File: config.mk
export PLATFORM = sky130hd
export DESIGN_NAME = fetch_queue
export DESIGN_NICKNAME = d
export VERILOG_FILES = /design/src/rtl/fetch_queue_pkg.sv /design/src/rtl/fetch_queue.sv
export SDC_FILE = /design/constraint.sdc
export NUM_CORES = 2
export LEC_CHECK = 0
export BUFFER_PORTS_ARGS = -buffer_cell sky130_fd_sc_hd__buf_4
export CORE_MARGIN = 4
export CORE_UTILIZATION = 35
export CTS_BUF_LIST = sky130_fd_sc_hd__clkbuf_8
export DETAILED_ROUTE_END_ITERATION = 12
export HOLD_SLACK_MARGIN = 0.03
export PLACE_DENSITY_LB_ADDON = 0.25
export SETUP_SLACK_MARGIN = 0.3
export SLEW_MARGIN = 10
export SYNTH_ARGS = -nofsm -noshare
export SYNTH_HDL_FRONTEND = slang
export SYNTH_SLANG_ARGS = --single-unit
File: constraint.sdc
create_clock -name clk -period 6.4 [get_ports clk]
set_clock_uncertainty 0.05 [all_clocks]
set_input_delay 0.32 -clock clk [delete_from_list [all_inputs] [get_ports clk]]
set_output_delay 0.32 -clock clk [all_outputs]
set_load 0.01 [all_outputs]
File: src/rtl/fetch_queue_pkg.sv
// Shared types for the fetch/decode boundary: the fetch queue entry layout and
// the default queue depth used at top-level instantiation.
package fetch_queue_pkg;

  localparam int FETCH_QUEUE_DEPTH = 8;

  typedef struct packed {
    logic [31:0] inst;
    logic [31:0] pc;
    logic [31:0] pc_next;
    logic [63:0] order;
  } fetch_queue_t;

endpackage

File: src/rtl/fetch_queue.sv
// Decoupling FIFO between fetch and decode with flush-on-redirect.
// Optional FETCH_QUEUE_BYPASS_EN: zero-latency enq->deq forwarding when empty.
module fetch_queue
  import fetch_queue_pkg::*;
#(
  parameter int DEPTH = FETCH_QUEUE_DEPTH,
  localparam int PTR_W = $clog2(DEPTH)
) (
  input  logic           clk,
  input  logic           rst_n,
  input  logic           enq,
  input  logic [159:0]   enq_data,
  output logic           full_fq,
  output logic           deq_valid,
  output logic [159:0]   deq_data,
  input  logic           deq_ready,
  input  logic           flush,
  output logic [PTR_W:0] count
);

  localparam logic [PTR_W:0] FULL_CNT = (PTR_W + 1)'(DEPTH);

  fetch_queue_t     mem [DEPTH];
  logic [PTR_W-1:0] head;
  logic [PTR_W-1:0] tail;
  logic [PTR_W:0]   count_q;
  logic             stored_valid;
  logic             push;
  logic             pop;

  assign count        = count_q;
  assign full_fq      = (count_q == FULL_CNT);
  assign stored_valid = (count_q != '0);
  assign pop          = stored_valid && deq_ready && !flush;

`ifdef FETCH_QUEUE_BYPASS_EN
  logic bypass;

  // An empty queue forwards the incoming entry; if decode takes it now it never lands in storage.
  assign bypass    = !stored_valid && enq && !flush;
  assign deq_valid = stored_valid || bypass;
  assign deq_data  = bypass ? enq_data : mem[head];
  assign push      = enq && !full_fq && !flush && !(bypass && deq_ready);
`else
  assign deq_valid = stored_valid;
  assign deq_data  = mem[head];
  assign push      = enq && !full_fq && !flush;
`endif

  always_ff @(posedge clk or negedge rst_n) begin
    if (!rst_n) begin
      head    <= '0;
      tail    <= '0;
      count_q <= '0;
      for (int i = 0; i < DEPTH; i++) begin
        mem[i] <= '0;
      end
    end else if (flush) begin
      // Redirect: drop everything; stale storage is unreachable once pointers reset.
      head    <= '0;
      tail    <= '0;
      count_q <= '0;
    end else begin
      if (push) begin
        mem[tail] <= fetch_queue_t'(enq_data);
        tail      <= tail + PTR_W'(1);
      end
      if (pop) begin
        head <= head + PTR_W'(1);
      end
      if (push && !pop) begin
        count_q <= count_q + (PTR_W + 1)'(1);
      end else if (pop && !push) begin
        count_q <= count_q - (PTR_W + 1)'(1);
      end
    end
  end

  // Fetch is expected to gate enq with full_fq; an ignored entry is a fetch-side bug.
  always @(posedge clk) begin
    if (rst_n && !flush) begin
      assert (!(enq && full_fq))
        else $warning("fetch_queue: enq while full_fq, entry dropped");
    end
  end

endmodule

==> impl_metrics.json <==
{
  "status": "finished clean",
  "final_max_slew_viol_count": 0,
  "nNetsFinal": 4171,
  "final_common_cell": "mux2_2",
  "syn-num-nets": 3519,
  "vias": 32250,
  "row_count": 148,
  "drive_gt1_share_pct": 56.70,
  "required_ns": 6.03,
  "cts.htree.levels": 4,
  "fill_cells": 14880,
  "avgViaCountPerCell": 5.056,
  "io_pins": 331,
  "cts_tree": "done",
  "die_area_um2": 171700,
  "grt_pass1_vias": 35930,
  "mostFrequentLayoutCells": "1299 x mux2_2, 1287 x dfrtp_1, 358 x buf_4",
  "fmax_mhz": 237.1,
  "ir_worst_vdd_v": 0.0002839,
  "critPathMaxFanout": 80,
  "drv_cap": 0,
  "synth_area_um2": 57780,
  "clock_latency_ns": 0.99,
  "fin_cells": 6378,
  "syn_avg_cell_area_um2": 17.25,
  "clock-sinks": 1290,
  "track_usage_pct": 16.54,
  "multi_input_area_um2": 24020,
  "path_clk_slew_ns": 0.06,
  "synth_cell_type_count": 42,
  "synthSimpleGateAreaFrac_pct": 0.4764,
  "yosys.area_share.adder_pct": 0.1213,
  "start_util_pct": 35.38,
  "hp-class": "primary input to async pin",
  "cp-start-kind": "flop",
  "synth_edf_count": 0,
  "dr.pass1.iters": 4,
  "synth-compound-area-share_pct": 0.1927,
  "die_x_um": 414.3,
  "synth_top_family_by_area": "multiplexers",
  "yosysSeqAreaShare_pct": 55.87,
  "gp_congestion": 0.7033,
  "drcViolationCount": 0,
  "fin_crit_ns": 4.217,
  "areaGrowthSynthToFinish_pct": 21.17,
  "endpoint_kind": "output port",
  "arrival_ns": 3.85,
  "synthXorXnorAreaFrac_pct": 0.09094,
  "worstReg2RegStart": "count[0]",
  "yosysWarnings": 0,
  "dp_hpwl_mm": 74.68,
  "fin_crit_sh_pct": 65.89,
  "numPlacedInstances": 5679,
  "ys_ff_latch": 1290,
  "synthArstFlopShare_pct": 100.0,
  "synth_ff_type": "dfrtp_1",
  "cts-root-buf": "clkbuf_8",
  "routed_wl_mm": 141.5,
  "netlist_instances": 3349,
  "path_class": "flop to output port",
  "cts_buffers": 225,
  "rsz0062_at_grt": "false",
  "seq_area_um2": 32290,
  "antenna_found_initial": 11,
  "setup_viol": 0,
  "tns_ns": 0,
  "cts_buffer_depth": 3,
  "grt_start_max_net_pins": 171,
  "relSlewSlack_pct": 36.13,
  "post_drt_wl_per_cell_um": 22.18,
  "grt_first_pass_wirelength_mm": 222.4,
  "die_h_um": 414.3,
  "synth_mux_area_share_pct": 40.62,
  "dr.first_iter.drc_count": 1615,
  "tightest_slew_ns": 0.9580,
  "fp.coreArea_um2": 163300,
  "leakage_nw": 32.35,
  "io_buffers": 330,
  "gr-total-overflow": 0,
  "powerDensity_nw_per_um2": 402.9,
  "ant_nets": 0,
  "hold_viol": 0,
  "startpoint": "head[0]"
}
## registers in the layout, summed over array words and instances (netlist names)
| signal | cells |
|---|---|
| head | 3 |
| count | 4 |
| mem | 1280 |
| tail | 3 |
## kinds of logic after synthesis
group / Yosys count
multiplexers: 1761
flip-flops: 1290
buffers and inverters: 236
AND/OR/NAND/NOR: 37
AO/OA/AOI/OAI: 14
XOR/XNOR: 6
adder cells (fa/ha/maj): 5
## metrics by stage
| stage | cell area [um2] | power, mW | setup WS (ns) | utilization [%] | hold WS [ns] |
|---|---|---|---|---|---|
| after detailed placement | 62320 | 20.34 | 2.985 | 38.16 | 0.3194 |
| after global placement | 62320 | 20.19 | 3.036 | 38.16 | 0.3166 |
| after floorplan | 57780 | 16.86 | 3.878 | - | -0.02559 |
| after CTS | 69980 | 28.76 | 1.886 | 42.85 | 0.03008 |
| after global routing | 70000 | 29.88 | 1.810 | 42.86 | 0.04939 |
| final | 70010 | 28.21 | 2.183 | 42.87 | 0.1546 |
## critical path, cell delays in order (launching register included)
cell,delay (ns)
dfrtp_4,1.00
buf_12,0.61
mux4_2,0.59
mux2_2,0.32
buf_4,0.15
## cell type report
cell class / count / share of cell area (%)
sequential: 1290 / 46.12
multi-input combinational: 1823 / 34.31
timing repair buffer: 657 / 8.564
clock buffer: 305 / 5.996
tap: 2175 / 3.887
clock inverter: 110 / 1.054
antenna: 14 / 0.05004
inverter: 4 / 0.02144
## cell usage after synthesis, types with 3 or more instances
cell type / n / area (um2)
buf_6: 55 / 619.3
ha_1: 4 / 50.05
mux2_4: 10 / 150.1
nand2_1: 8 / 30.03
mux2_2: 1299 / 14630
buf_2: 80 / 400.4
nor2_1: 9 / 33.78
nand2b_1: 4 / 25.02
mux2_1: 131 / 1475
buf_1: 11 / 41.29
xor2_1: 3 / 26.28
mux4_2: 320 / 7207
inv_1: 3 / 11.26
dfrtp_1: 1290 / 32280
clkbuf_1: 53 / 198.9
xnor2_1: 3 / 26.28
buf_4: 33 / 247.7
## layer usage
layer	wire length, um	GRT usage, %	up-vias	part of all wire (%)
li1	-	-	14010	-
met5	8	0	-	0.0057
met4	3397	5.036	2	2.4
met3	5598	3.327	236	4.0
met1	65800	22.86	17490	47
met2	66660	26.40	512	47
## final timing paths
path                                 end  slack [ns]  cells after the start
setup / recovery           deq_data[103]        2.18                      4
hold / removal                 mem[1072]        0.15                      3
setup reg to reg                mem[109]        3.04                      7
hold reg to reg                mem[1018]        0.43                      1
max in group asynchronous       mem[145]        5.01                      4
min in group clk                mem[317]        0.16                      3
## where the power goes
group          leakage (nW)  switching (mW)  internal [mW]
sequential             17.1            1.09           10.2
clock                  2.83            3.53           4.54
combinational          12.5            3.61           5.25
## what timing repair did
action                                 in CTS  in global routing
hold buffers                              270                  0
endpoints found under the hold margin    2136                  0
buffers inserted                            0                  0
gates resized for setup                     0                  0
Note: power is estimated with default switching activity, not from simulation.
